**src/rtl/emif_mon_pkg.sv**
```systemverilog
// Shared types and constants for the EMIF calibration status monitor.
// Contents:
//   ch_state_e        per-channel health state codes
//   MS_BIT_*          ms-counter bit indices used as LED blink sources
//   LED_OFS_*         LED bit offsets above the per-channel indicators
//   cycles_per_ms()   prescaler period derived from the clock frequency
package emif_mon_pkg;

    typedef enum logic [2:0] {
        ST_WAIT    = 3'd0,
        ST_READY   = 3'd1,
        ST_FAIL    = 3'd2,
        ST_TIMEOUT = 3'd3,
        ST_LOST    = 3'd4
    } ch_state_e;

    localparam int MS_BIT_FAST  = 6;   // ~8 Hz blink
    localparam int MS_BIT_SLOW  = 8;   // ~2 Hz blink
    localparam int MS_BIT_HEART = 9;   // ~1 Hz heartbeat

    // o_led[NUM_CH + LED_OFS_*]
    localparam int LED_OFS_ALL_READY = 0;
    localparam int LED_OFS_HEARTBEAT = 1;

    // Clamped to 1 so a sub-kHz clock still produces a tick.
    function automatic int unsigned cycles_per_ms(input int unsigned clk_hz);
        int unsigned c;
        c = clk_hz / 1000;
        if (c == 0) c = 1;
        return c;
    endfunction

endpackage

```
**src/rtl/emif_mon_tick.sv**
```systemverilog
// Millisecond time base shared by all monitor channels.
// Ports:
//   clk, rst_n   clock, async active-low reset
//   o_tick       one-cycle pulse every CYC_PER_MS cycles
//   o_ms_cnt     free-running 16-bit ms count, advances on each tick
module emif_mon_tick #(
    parameter int unsigned CYC_PER_MS = 50000
) (
    input  logic        clk,
    input  logic        rst_n,
    output logic        o_tick,
    output logic [15:0] o_ms_cnt
);

    localparam int PW = (CYC_PER_MS > 1) ? $clog2(CYC_PER_MS) : 1;
    localparam logic [PW-1:0] RELOAD = PW'(CYC_PER_MS - 1);

    logic [PW-1:0] presc_q, presc_d;
    logic [15:0]   ms_q, ms_d;
    logic          tick;

    // Down-counter with terminal-count compare; reload on terminal count.
    always_comb begin
        tick    = (presc_q == '0);
        presc_d = tick ? RELOAD : presc_q - PW'(1);
        ms_d    = tick ? ms_q + 16'd1 : ms_q;
    end

    always_ff @(posedge clk or negedge rst_n) begin
        if (!rst_n) begin
            presc_q <= RELOAD;
            ms_q    <= 16'd0;
        end else begin
            presc_q <= presc_d;
            ms_q    <= ms_d;
        end
    end

    assign o_tick   = tick;
    assign o_ms_cnt = ms_q;

endmodule

```
**src/rtl/emif_status_monitor.sv**
```systemverilog
// Per-channel EMIF calibration health monitor driving board LEDs.
// Optional feature macro: EMIF_MON_LOST_CNT_EN (per-channel READY->LOST counter).
// Ports:
//   clk50m_max10, max10_resetn     clock, async active-low reset
//   i_init_done/i_cal_success/i_cal_fail [NUM_CH]  raw async status
//   i_clear                        sync pulse, releases sticky error states
//   o_ch_state [3*NUM_CH]          per-channel state code
//   o_all_ready, o_any_error       registered summaries
//   o_led [NUM_CH+2]               channel LEDs, all-ready, heartbeat
//   o_lost_cnt [8*NUM_CH]          READY->LOST counts (0 unless macro set)
//
// state   | meaning
// WAIT    | calibration in progress, timeout timer running
// READY   | init_done and cal_success up, no fail
// FAIL    | cal_fail seen in WAIT (sticky)
// TIMEOUT | no result within CAL_TIMEOUT_MS (sticky)
// LOST    | READY status dropped or fail raised (sticky)
module emif_status_monitor
    import emif_mon_pkg::*;
#(
    parameter int NUM_CH         = 1,
    parameter int CLK_HZ         = 50000000,
    parameter int CAL_TIMEOUT_MS = 500,
    parameter int SYNC_STAGES    = 2,
    parameter int LED_ACTIVE_LOW = 1
) (
    input  logic                  clk50m_max10,
    input  logic                  max10_resetn,
    input  logic [NUM_CH-1:0]     i_init_done,
    input  logic [NUM_CH-1:0]     i_cal_success,
    input  logic [NUM_CH-1:0]     i_cal_fail,
    input  logic                  i_clear,
    output logic [3*NUM_CH-1:0]   o_ch_state,
    output logic                  o_all_ready,
    output logic                  o_any_error,
    output logic [NUM_CH+1:0]     o_led,
    output logic [8*NUM_CH-1:0]   o_lost_cnt
);

    localparam int unsigned       CYC_PER_MS = cycles_per_ms(CLK_HZ);
    localparam logic [15:0]       TIMEOUT_MS = 16'(CAL_TIMEOUT_MS);
    localparam logic [NUM_CH+1:0] LED_OFF    = (LED_ACTIVE_LOW != 0) ? '1 : '0;

    logic        tick;
    logic [15:0] ms_cnt;
    logic        unused_ms;

    logic [NUM_CH-1:0] rdy, err, led_ch;

    logic              all_ready_d, all_ready_q;
    logic              any_error_d, any_error_q;
    logic [NUM_CH+1:0] led_d, led_q;

    emif_mon_tick #(.CYC_PER_MS(CYC_PER_MS)) u_tick (
        .clk      (clk50m_max10),
        .rst_n    (max10_resetn),
        .o_tick   (tick),
        .o_ms_cnt (ms_cnt)
    );

    assign unused_ms = ^{ms_cnt[15:10], ms_cnt[7], ms_cnt[5:0]};

    for (genvar g = 0; g < NUM_CH; g++) begin : g_ch
        logic [2:0]  sync_q [SYNC_STAGES];
        logic [2:0]  sync_d [SYNC_STAGES];
        logic        init_s, succ_s, fail_s;
        ch_state_e   state_q, state_d;
        logic [15:0] timer_q, timer_d;
        logic        led_bit;

        always_comb begin
            sync_d[0] = {i_cal_fail[g], i_cal_success[g], i_init_done[g]};
            for (int s = 1; s < SYNC_STAGES; s++) sync_d[s] = sync_q[s-1];
        end

        assign {fail_s, succ_s, init_s} = sync_q[SYNC_STAGES-1];

        // i_clear only acts on sticky states, and there it overrides whatever
        // the status inputs would otherwise cause that cycle.
        always_comb begin
            state_d = state_q;
            timer_d = timer_q;
            case (state_q)
                ST_WAIT: begin
                    if (fail_s)
                        state_d = ST_FAIL;
                    else if (init_s && succ_s)
                        state_d = ST_READY;
                    else if (tick && ((timer_q + 16'd1) >= TIMEOUT_MS))
                        state_d = ST_TIMEOUT;

                    if (state_d != ST_WAIT) timer_d = 16'd0;
                    else if (tick)          timer_d = timer_q + 16'd1;
                end
                ST_READY: begin
                    if (!init_s || !succ_s || fail_s) state_d = ST_LOST;
                end
                ST_FAIL, ST_TIMEOUT, ST_LOST: begin
                    if (i_clear) begin
                        state_d = ST_WAIT;
                        timer_d = 16'd0;
                    end
                end
                default: begin
                    state_d = ST_WAIT;
                    timer_d = 16'd0;
                end
            endcase
        end

        always_ff @(posedge clk50m_max10 or negedge max10_resetn) begin
            if (!max10_resetn) begin
                for (int s = 0; s < SYNC_STAGES; s++) sync_q[s] <= 3'b000;
                state_q <= ST_WAIT;
                timer_q <= 16'd0;
            end else begin
                for (int s = 0; s < SYNC_STAGES; s++) sync_q[s] <= sync_d[s];
                state_q <= state_d;
                timer_q <= timer_d;
            end
        end

        always_comb begin
            led_bit = 1'b0;
            case (state_q)
                ST_WAIT:             led_bit = ms_cnt[MS_BIT_SLOW];
                ST_READY:            led_bit = 1'b1;
                ST_FAIL, ST_TIMEOUT: led_bit = ms_cnt[MS_BIT_FAST];
                default:             led_bit = 1'b0;
            endcase
        end

        assign o_ch_state[3*g +: 3] = state_q;
        assign rdy[g]    = (state_q == ST_READY);
        assign err[g]    = (state_q == ST_FAIL) || (state_q == ST_TIMEOUT) ||
                           (state_q == ST_LOST);
        assign led_ch[g] = led_bit;

`ifdef EMIF_MON_LOST_CNT_EN
        logic [7:0] lost_cnt_q, lost_cnt_d;
        logic       lost_evt;

        always_comb begin
            lost_evt   = (state_q == ST_READY) && (state_d == ST_LOST);
            lost_cnt_d = (lost_evt && (lost_cnt_q != 8'hFF)) ? lost_cnt_q + 8'd1
                                                             : lost_cnt_q;
        end

        always_ff @(posedge clk50m_max10 or negedge max10_resetn) begin
            if (!max10_resetn) lost_cnt_q <= 8'd0;
            else               lost_cnt_q <= lost_cnt_d;
        end

        assign o_lost_cnt[8*g +: 8] = lost_cnt_q;
`else
        assign o_lost_cnt[8*g +: 8] = 8'd0;
`endif
    end

    // Polarity is applied only here so every internal signal stays active-high.
    always_comb begin
        all_ready_d = &rdy;
        any_error_d = |err;
        led_d = '0;
        led_d[NUM_CH-1:0]                  = led_ch;
        led_d[NUM_CH + LED_OFS_ALL_READY]  = all_ready_d;
        led_d[NUM_CH + LED_OFS_HEARTBEAT]  = ms_cnt[MS_BIT_HEART];
        if (LED_ACTIVE_LOW != 0) led_d = ~led_d;
    end

    always_ff @(posedge clk50m_max10 or negedge max10_resetn) begin
        if (!max10_resetn) begin
            all_ready_q <= 1'b0;
            any_error_q <= 1'b0;
            led_q       <= LED_OFF;
        end else begin
            all_ready_q <= all_ready_d;
            any_error_q <= any_error_d;
            led_q       <= led_d;
        end
    end

    assign o_all_ready = all_ready_q;
    assign o_any_error = any_error_q;
    assign o_led       = led_q;

endmodule

```
**config.mk**
```make
export PLATFORM = sky130hd
export DESIGN_NAME = emif_status_monitor
export DESIGN_NICKNAME = d
export VERILOG_FILES = /design/src/rtl/emif_mon_pkg.sv /design/src/rtl/emif_mon_tick.sv /design/src/rtl/emif_status_monitor.sv
export SDC_FILE = /design/constraint.sdc
export NUM_CORES = 1
export LEC_CHECK = 0
export BUFFER_PORTS_ARGS = -buffer_cell sky130_fd_sc_hd__buf_2
export CAP_MARGIN = 10
export CORE_MARGIN = 2
export CORE_UTILIZATION = 60
export CTS_BUF_LIST = sky130_fd_sc_hd__clkbuf_4
export DETAILED_ROUTE_END_ITERATION = 7
export GPL_TIMING_DRIVEN = 0
export PLACE_DENSITY = 0.8
export SKIP_CTS_REPAIR_TIMING = 1
export SLEW_MARGIN = 20
export SYNTH_ARGS = -nofsm -noshare
export SYNTH_HDL_FRONTEND = slang
export SYNTH_SLANG_ARGS = --single-unit
```
**constraint.sdc**
```tcl
create_clock -name clk50m_max10 -period 4.02 [get_ports clk50m_max10]
set_input_delay 0.201 -clock clk50m_max10 [delete_from_list [all_inputs] [get_ports clk50m_max10]]
set_output_delay 0.201 -clock clk50m_max10 [all_outputs]
set_load 0.02 [all_outputs]
```
==> flow_summary.ini <==
[yosys]
synth_cells = 270
yosysUniqueCellTypes = 53
yosys_warnings = 0
synth_top_area_cell = dfrtp_1
netlist_top_cells_area = dfrtp_1 (40%), dfstp_2 (12%), xnor2_1 (3.8%)
synth.cell_area_um2 = 2734
ys_ff_latch = 56
ys_dominant_reg_cell = dfrtp_1
synth_top_area_share_pct = 40.27
synth_edf_count = 0
synthArstFlopShare_pct = 100.0
synth.most_common_cell = dfrtp_1
synth_area_per_cell_um2 = 10.13
seq_area_frac_synth_pct = 51.81
synthTopCellsByCount = dfrtp_1 (44), nand2_1 (25), nor2_1 (14), nor3_1 (13)

[drt]
drtIter0Drc = 120
viasPerCell = 5.665
ant_nets = 0
first_pass_iters = 4
via_count = 2011
drc = 0
wirelength_um = 4912
route.detailed.wl_per_inst_um = 13.84

[grt]
grt_pass1_wl_um = 8362
grt_max_degree = 57
track_usage_pct = 20.84
grt_pass1_vias = 1925
grt-ovfl-total = 0
antenna_found_initial = 0

[clock_network]
cts_sinks = 56
cts_inserted_buffers = 5
clkSlewWorstSetupHoldPaths_ps = 150
insertion_delay_ps = 380
cts_max_level = 2
cts_max_path_buffers = 2
cts_tree = done
root_buffer = clkbuf_4

[critical_path]
cp-end-kind = register
r2r_cells = 9
worstSetupStartpoint = u_tick.presc_q[7]$_DFF_PN0_
path_max_fanout = 10
critPathKind = register to register
required_ps = 4300
r2r_start = u_tick.presc_q[7]$_DFF_PN0_
critPathLaunchType = register
crit_path_end = g_ch[0].timer_q[5]$_DFFE_PN0P_
rr_endpoint = g_ch[0].timer_q[5]$_DFFE_PN0P_
r2r_setup_slack_ps = 950
critical_path_arrival_ps = 3350

[min_path]
hold_path.class = register to register

[floorplanning]
dieWidth_um = 71.50
num_rows = 24
die-area_um2 = 5112
start_util_pct = 62.36
core_um2 = 4384
ios = 22
die_h_um = 71.50

[layout]
final_cells = 355
diodes = 0
nFillCells = 333
seq_area_um2 = 1416
area.growth.synth_to_final_pct = 11.49
fin_nets = 311
multi_input_area_um2 = 1187
drive_gt1_share_pct = 17.82

[power_and_ir_drop]
clockPowerShare_pct = 32.0
vdd_ir_drop_max_mv = 0.2764
switching_power_mw = 0.3032
combPwrFrac_pct = 15.1
pwr-share-seq_pct = 52.9
power_density_nw_per_um2 = 377.0
p_int_mw = 0.8458
leakage_nw = 1.315
switching_share_pct = 26.39

[timing]
slew_viol_final = 0
period_needed_ps = 3065
skew_ps = 17.82
rsz0062_at_grt = no
worstMarginPinSlew_ps = 673.4
finalSetupTns_ps = 0
hold_viol_final = 0
slew_headroom_pct = 55.11
timing.final.crit_share_pct = 76.25
finalSetupViolations = 0
fmax_mhz = 326.2
layout_setup_ws_ps = 954.7

[place]
place_inst = 342
hpwl_um = 3386
globalplace.congestion = 0.8269
dp_slack_ps = 957.6
portBuffers = 13

[flow_run]
drv_cap = 0

[run_status]
status = complete, no violations
-- critical path, cell delays in order (launching register included) --
cell and delay, ps:
dfrtp_1 440, or4_4 550, or4_1 390, buf_2 170, or3_4 350, nor3_2 200
a21boi_2 220, buf_4 190, and4b_1 210, a221o_1 260
-- registers in the layout, indices dropped and copies added, names as in the netlist --
| name | cells |
|---|---|
| g_ch.succ_s | 1 |
| u_tick.o_ms_cnt | 10 |
| g_ch.fail_s | 1 |
| o_ch_state | 3 |
| o_any_error | 1 |
| o_all_ready | 1 |
| o_led | 3 |
| g_ch.init_s | 1 |
| g_ch.sync_d | 3 |
| u_tick.presc_q | 16 |
| g_ch.timer_q | 16 |
-- worst min path at each step --
| stage | startpoint | to | slack (ps) | cells after the start |
|---|---|---|---|---|
| finish | g_ch[0].sync_d[2]$_DFF_PN0_ | g_ch[0].fail_s$_DFF_PN0_ | 370 | 0 |
| global route | g_ch[0].sync_d[1]$_DFF_PN0_ | g_ch[0].succ_s$_DFF_PN0_ | 390 | 0 |
| CTS | max10_resetn | g_ch[0].timer_q[6]$_DFFE_PN0P_ | -150 | 1 |
| detailed placement | max10_resetn | g_ch[0].timer_q[12]$_DFFE_PN0P_ | 290 | 1 |
| global placement | i_init_done | g_ch[0].sync_d[0]$_DFF_PN0_ | 310 | 1 |
| floorplan | max10_resetn | g_ch[0].fail_s$_DFF_PN0_ | -90 | 0 |
-- layout by cell type (no fill, tap or decap), types with 3 or more instances in the layout --
| cell | instances |
|---|---|
| buf_4 | 10 |
| dlygate4sd3_1 | 5 |
| a221o_1 | 6 |
| dfrtp_1 | 44 |
| inv_1 | 10 |
| clkbuf_4 | 6 |
| buf_2 | 14 |
| xor2_1 | 6 |
| nor3_1 | 13 |
| nand3_1 | 11 |
| ha_1 | 3 |
| and3_1 | 4 |
| a21oi_1 | 10 |
| o21ai_0 | 7 |
| o211ai_1 | 3 |
| nor2_1 | 14 |
| or3_1 | 6 |
| nand4_1 | 7 |
| and2_1 | 11 |
| clkbuf_1 | 11 |
| conb_1 | 8 |
| dfstp_2 | 12 |
| o31ai_1 | 4 |
| xnor2_1 | 12 |
| nand2_1 | 25 |
-- power groups by stage --
stage	registers [mW]	clock network (mW)	logic, mW
finish	0.608	0.368	0.173
global route	0.612	0.393	0.192
CTS	0.608	0.379	0.168
detailed placement	0.619	0	0.168
global placement	0.618	0	0.164
floorplan	0.639	0	0.0906
-- final cells by class --
class | count | area share (%)
sequential | 56 | 46.47
multi-input combinational | 189 | 38.96
buffer | 22 | 3.900
timing repair buffer | 18 | 3.859
tap | 52 | 2.135
clock inverter | 2 | 1.970
clock buffer | 6 | 1.478
inverter | 10 | 1.232
-- per-stage QoR --
stage / hold WS [ps] / area, um2 / utilization [%] / power [mW]
2_1_floorplan: -94.59 / 2760 / - / 0.7298
3_3_place_gp: 308.7 / 2890 / 65.92 / 0.7814
3_5_place_dp: 286.5 / 2893 / 65.98 / 0.7868
4_1_cts: -150.0 / 2998 / 68.38 / 1.155
5_1_grt: 385.2 / 3048 / 69.52 / 1.197
6_report: 370.5 / 3048 / 69.52 / 1.149
-- per-layer routing --
layer	track usage [%]	up-vias	share of wire [%]
met5	0	-	0
met4	7.547	0	1.4
met3	4.923	7	3.3
met2	35.08	37	49
met1	26.34	967	46
li1	-	1000	-
-- cells by family after synthesis --
kind of cell / count (synthesis) / share of synthesized area, %
buffers and inverters: 32 / 5.721
AND/OR/NAND/NOR: 114 / 22.97
XOR/XNOR: 18 / 5.767
adder cells (fa/ha/maj): 3 / 1.373
AO/OA/AOI/OAI: 45 / 11.81
multiplexers: 1 / 0.4119
other: 1 / 0.1372
flip-flops: 56 / 51.81
No activity file was read; power rests on OpenSTA's default activity.
